==> src/rtl/fifo_pkg.sv <==
// Shared sizing constants for the block-RAM FIFO and its output buffer.
package fifo_pkg;
  localparam int DATA_W = 16;
  localparam int ADDR_W = 10;
  localparam int DEPTH  = 2 ** ADDR_W;
  localparam int LVL_W  = ADDR_W + 2;
endpackage

==> src/rtl/bram_fifo_out_buf.sv <==
// Two-entry head/skid buffer that absorbs RAM read data and presents it
// as a first-word-fall-through valid/ready stream.
module bram_fifo_out_buf
  import fifo_pkg::*;
#(
  parameter int DATA_W = fifo_pkg::DATA_W
) (
  input  logic              clk,
  input  logic              rst,
  input  logic              cap,
  input  logic [DATA_W-1:0] cap_data,
  input  logic              rd_ready,
  output logic              rd_valid,
  output logic [DATA_W-1:0] rd_data,
  output logic              pop,
  output logic [1:0]        buf_cnt
);

  logic              head_vld, skid_vld;
  logic [DATA_W-1:0] head, skid;
  logic              head_vld_n, skid_vld_n;
  logic [DATA_W-1:0] head_n, skid_n;

  assign pop      = head_vld && rd_ready;
  assign rd_valid = head_vld;
  assign rd_data  = head;
  assign buf_cnt  = {1'b0, head_vld} + {1'b0, skid_vld};

  always_comb begin
    head_vld_n = head_vld;
    skid_vld_n = skid_vld;
    head_n     = head;
    skid_n     = skid;
    if (pop) begin
      if (skid_vld) begin
        head_n     = skid;
        head_vld_n = 1'b1;
        skid_vld_n = 1'b0;
      end else begin
        head_vld_n = 1'b0;
      end
    end
    // Arriving word lands in whichever slot is free after the pop resolves.
    if (cap) begin
      if (!head_vld_n) begin
        head_n     = cap_data;
        head_vld_n = 1'b1;
      end else begin
        skid_n     = cap_data;
        skid_vld_n = 1'b1;
      end
    end
  end

  always_ff @(posedge clk) begin
    if (rst) begin
      head_vld <= 1'b0;
      skid_vld <= 1'b0;
      head     <= '0;
      skid     <= '0;
    end else begin
      head_vld <= head_vld_n;
      skid_vld <= skid_vld_n;
      head     <= head_n;
      skid     <= skid_n;
    end
  end

endmodule

==> src/rtl/bram_fifo.sv <==
// First-word-fall-through FIFO controller driving both ports of a
// dual-port block RAM: port A writes, port B prefetches into a 2-entry buffer.
module bram_fifo
  import fifo_pkg::*;
#(
  parameter int DATA_W = fifo_pkg::DATA_W,
  parameter int ADDR_W = fifo_pkg::ADDR_W
) (
  input  logic              i_clk,
  input  logic              i_rst,
  input  logic              i_wr_valid,
  input  logic [DATA_W-1:0] i_wr_data,
  output logic              o_wr_ready,
  output logic              o_rd_valid,
  output logic [DATA_W-1:0] o_rd_data,
  input  logic              i_rd_ready,
  output logic [ADDR_W+1:0] o_level,
  output logic              o_full,
  output logic              o_empty,
  output logic [ADDR_W-1:0] o_mem_addr_a,
  output logic [DATA_W-1:0] o_mem_din_a,
  output logic              o_mem_wen_a,
  output logic [ADDR_W-1:0] o_mem_addr_b,
  output logic [DATA_W-1:0] o_mem_din_b,
  output logic              o_mem_wen_b,
  input  logic [DATA_W-1:0] i_mem_dout_b
);

  localparam int LVL_W = ADDR_W + 2;

  logic [ADDR_W:0]  wr_ptr, rd_ptr, mem_occ;
  logic             full, ram_empty;
  logic             wr_fire, rd_issue, inflight, pop;
  logic [1:0]       buf_cnt;
  logic [2:0]       slots_used;
  logic [LVL_W-1:0] level;

  assign mem_occ   = wr_ptr - rd_ptr;
  assign full      = (mem_occ == {1'b1, {ADDR_W{1'b0}}});
  assign ram_empty = (wr_ptr == rd_ptr);

  assign o_wr_ready = !full;
  assign wr_fire    = i_wr_valid && !full && !i_rst;

  // Counting the pop that frees a slot this cycle lets a read be issued every
  // cycle in steady state; in-flight plus buffered words never exceed two.
  assign slots_used = 3'(inflight) + 3'(buf_cnt) - 3'(pop);
  assign rd_issue   = !ram_empty && !i_rst && (slots_used < 3'd2);

  always_ff @(posedge i_clk) begin
    if (i_rst) begin
      wr_ptr   <= '0;
      rd_ptr   <= '0;
      inflight <= 1'b0;
      level    <= '0;
    end else begin
      if (wr_fire) wr_ptr <= wr_ptr + 1'b1;
      if (rd_issue) rd_ptr <= rd_ptr + 1'b1;
      inflight <= rd_issue;
      level    <= level + LVL_W'(wr_fire) - LVL_W'(pop);
    end
  end

  assign o_mem_addr_a = wr_ptr[ADDR_W-1:0];
  assign o_mem_din_a  = i_wr_data;
  assign o_mem_wen_a  = wr_fire;
  assign o_mem_addr_b = rd_ptr[ADDR_W-1:0];
  assign o_mem_din_b  = '0;
  assign o_mem_wen_b  = 1'b0;

  assign o_level = level;
  assign o_full  = full;
  assign o_empty = (level == '0);

  bram_fifo_out_buf #(
    .DATA_W(DATA_W)
  ) u_out_buf (
    .clk     (i_clk),
    .rst     (i_rst),
    .cap     (inflight),
    .cap_data(i_mem_dout_b),
    .rd_ready(i_rd_ready),
    .rd_valid(o_rd_valid),
    .rd_data (o_rd_data),
    .pop     (pop),
    .buf_cnt (buf_cnt)
  );

endmodule

==> config.mk <==
export PLATFORM = sky130hd
export DESIGN_NAME = bram_fifo
export DESIGN_NICKNAME = d
export VERILOG_FILES = /design/src/rtl/fifo_pkg.sv /design/src/rtl/bram_fifo_out_buf.sv /design/src/rtl/bram_fifo.sv
export SDC_FILE = /design/constraint.sdc
export NUM_CORES = 1
export LEC_CHECK = 0
export BUFFER_PORTS_ARGS = -buffer_cell sky130_fd_sc_hd__buf_2
export CAP_MARGIN = 20
export CORE_ASPECT_RATIO = 0.8
export CORE_MARGIN = 5
export CORE_UTILIZATION = 53
export CTS_CLUSTER_SIZE = 14
export DETAILED_ROUTE_END_ITERATION = 10
export PLACE_DENSITY = 0.81
export SLEW_MARGIN = 10
export SYNTH_ARGS = -nofsm -noshare
export SYNTH_HDL_FRONTEND = slang
export SYNTH_SLANG_ARGS = --single-unit
export TNS_END_PERCENT = 1
==> constraint.sdc <==
create_clock -name i_clk -period 5.68 [get_ports i_clk]
set_input_delay 0.284 -clock i_clk [delete_from_list [all_inputs] [get_ports i_clk]]
set_output_delay 0.284 -clock i_clk [all_outputs]
set_load 0.02 [all_outputs]
==> impl_metrics.yaml <==
status:
  status: "completed"
synth:
  synth_top_cell_area_share_pct: 33.0
  synth_cell_types: 52
  yosys-top-cells-area: "dfxtp_1 33%, ha_1 9.6%, buf_4 9.5%"
  synth_edf_count: 0
  synth_area_um2: 4190
  syn_area_per_cell_um2: 8.28
  synth_ff_type: "dfxtp_1"
  synth_commonest_cells: "69 x dfxtp_1, 56 x nor2_1, 53 x buf_4"
  synth_warnings: 0
  yosysMostFrequentCell: "dfxtp_1"
  syn_inst: 506
  ys_async_sr_fraction_pct: 0
  yosysTopAreaCell: "dfxtp_1"
  synth-seq-cells: 69
  synth_seq_area_share_pct: 33.0
hold_path:
  hold_depth: 3
  min_from: "i_mem_dout_b[12]"
  holdPathEnd: "u_out_buf.skid[12]"
  min_path_type: "input pin to flop"
die:
  die_x_um: 109
  start_util_pct: 53.7
  core_um2: 7800
  dieArea_um2: 9800
  io_pins: 122
  die_h_um: 89.5
  std_cell_rows: 29
global_route:
  antenna_found_initial: 0
  first_global_vias: 3133
  grt_overflow: 0
  track_usage_pct: 18.3
  grt_max_degree: 75
  grt_pass1_wl_mm: 14.2
clocking:
  cts.sinks: 69
  htree_levels: 3
  cts_tree: "yes"
  cts_buffers: 9
  insertion_delay_ps: 340
  clockRootBuffer: "clkbuf_8"
  cts_buffer_depth: 2
  cts_resized: 0
  clkTransAtPathRegs_ps: 80
timing:
  finalHoldViolCount: 0
  fmax_mhz: 200
  worst_slack_ps: 690
  maxSlewViolCount: 0
  grt_setup_unrepaired: "no"
  timing.setup.tns_ps: 0
  setup_violations: 0
  fin_skew_ps: 6.69
  fin_crit_ps: 4990
  slew-limit-headroom_pct: 30.5
  tightestPinTransition_ps: 1040
  fin_crit_sh_pct: 87.9
power:
  power_leakage_nw: 2.10
  power_density_nw_per_um2: 435
  ir_worst_vdd_uv: 213
routing:
  drt.antenna.violating_nets: 0
  wl_mm: 8.94
  drt-pass1-iter-count: 5
  vias_per_cell: 5.21
  dr_total_vias: 3402
  drt_iter0_drc: 160
  wl_per_cell_um: 13.7
  drc: 0
cells_and_area:
  register_area_um2: 1380
  syn2layout_area_growth_pct: 7.97
  multiInputGateArea_um2: 2260
  num_antenna_cells: 0
  layout.nets: 610
  nFillCells: 731
  drive_above_1_share_pct: 19.8
critical_path:
  worstSetupPathType: "flop to flop"
  r2r-end: "o_level[11]"
  critPathCaptureType: "flop"
  ff2ff_setup_slack_ps: 690
  critical_path_arrival_ps: 5220
  start_kind: "flop"
  critPathRequiredTime_ps: 5910
  reg2reg_depth: 21
  r2r_start: "rd_ptr[6]"
  path_max_fanout: 8
flow_run:
  drv_cap: 0
place:
  io_buffer_count: 72
  place_congestion: 0.920
  place_ws_ps: 507
  dp_hpwl_mm: 6.65
[flip-flops by register name, summed over array words and instances (netlist names)]
register and flops:
inflight 1, o_level 12, rd_ptr 11, u_out_buf.rd_data 16, u_out_buf.rd_valid 1, u_out_buf.skid 16, u_out_buf.skid_vld 1, wr_ptr 11
[how the worst max path moves through the flow]
stage,cells past startpoint,slack (ps),to,startpoint
3_5_place_dp,21,510,o_level[11],rd_ptr[6]
3_3_place_gp,21,670,o_level[11],rd_ptr[6]
2_1_floorplan,22,860,o_level[11],rd_ptr[6]
4_1_cts,21,480,o_level[11],rd_ptr[6]
5_1_grt,21,230,o_level[11],rd_ptr[6]
6_report,21,690,o_level[11],rd_ptr[6]
[layer usage]
layer	track usage [%]	part of all wire [%]	vias up
li1	-	-	1722
met4	5.55	0.86	0
met3	5.05	5.9	7
met2	29.1	47	103
met5	0	0	-
met1	24.3	46	1570
[per-stage QoR]
stage               power (mW)  cells  cell area, µm²  util (%)  hold slack (ps)
finish                    1.97    653            4520      58.0              196
global route              2.12    653            4520      58.0              182
CTS                       1.98    649            4490      57.6              174
detailed placement        1.57    634            4300      55.1              446
global placement          1.54    633            4280      54.9              441
floorplan                 1.38    522            4250         -              385
[cell usage in the layout, fill, tap and decap left out, types with 3 or more instances in the layout]
master,n
nor2_1,56
mux2i_1,18
nand2_1,48
nand4_1,7
dfxtp_1,69
nor4_1,4
inv_1,37
xnor2_1,19
o31ai_1,5
mux2_2,3
a211oi_1,17
nor2b_1,8
or3_1,3
o21ai_0,12
a21oi_1,35
conb_1,17
nor3_1,10
ha_1,32
clkbuf_8,11
buf_4,5
buf_2,72
xor2_1,7
nand3_1,8
or4_1,5
[cells by family (layout without fill, tap and decap cells)]
kind of cell | Yosys count | in the layout | synth area share, %
and+or+nand+nor | 163 | 163 | 18.5
buffers and inverters | 107 | 130 | 14.5
adders and majority gates | 33 | 33 | 10.0
AOI/OAI and AO/OA | 85 | 85 | 13.0
xor gates and xnor gates | 26 | 26 | 5.43
muxes | 22 | 22 | 5.46
DFF | 69 | 69 | 33.0
other | 1 | 17 | 0.0895
[final cells by class]
cell class                      instances  share of cell area, %
Clock buffer                           11                   3.35
Sequential cell                        69                   30.5
Clock inverter                          4                   1.05
Multi-Input combinational cell        346                   50.0
Tap cell                              108                   2.99
Timing Repair Buffer                   78                   9.04
Inverter                               37                   3.07
[power by group]
group          internal [mW]  switching, mW  total (mW)
registers              0.580         0.0655       0.646
clock network          0.223          0.183       0.406
logic                  0.376          0.540       0.915
total                   1.18          0.788        1.97
[repair_timing]
action / CTS / global route
endpoints found under the hold margin: 0 / 0
setup endpoints to repair: 0 / 1
buffers inserted: 0 / 4
hold buffers: 0 / 0
[critical path, cell delays in order (launching register included)]
cell and delay [ps]:
dfxtp_1 400, inv_1 100, ha_1 390, or3b_1 200, mux2i_1 60, or4_4 550, nor4_4 260, o2111ai_2 210
o21ai_4 250, nor2_1 80, inv_1 60, ha_1 190, inv_1 60, ha_1 270, a21o_1 180, a21oi_1 240
o21ai_0 120, a31oi_1 240, o21ai_0 140, a2111oi_0 410, a211o_1 160, mux2_2 320
Power figures use the tool's default switching activity.
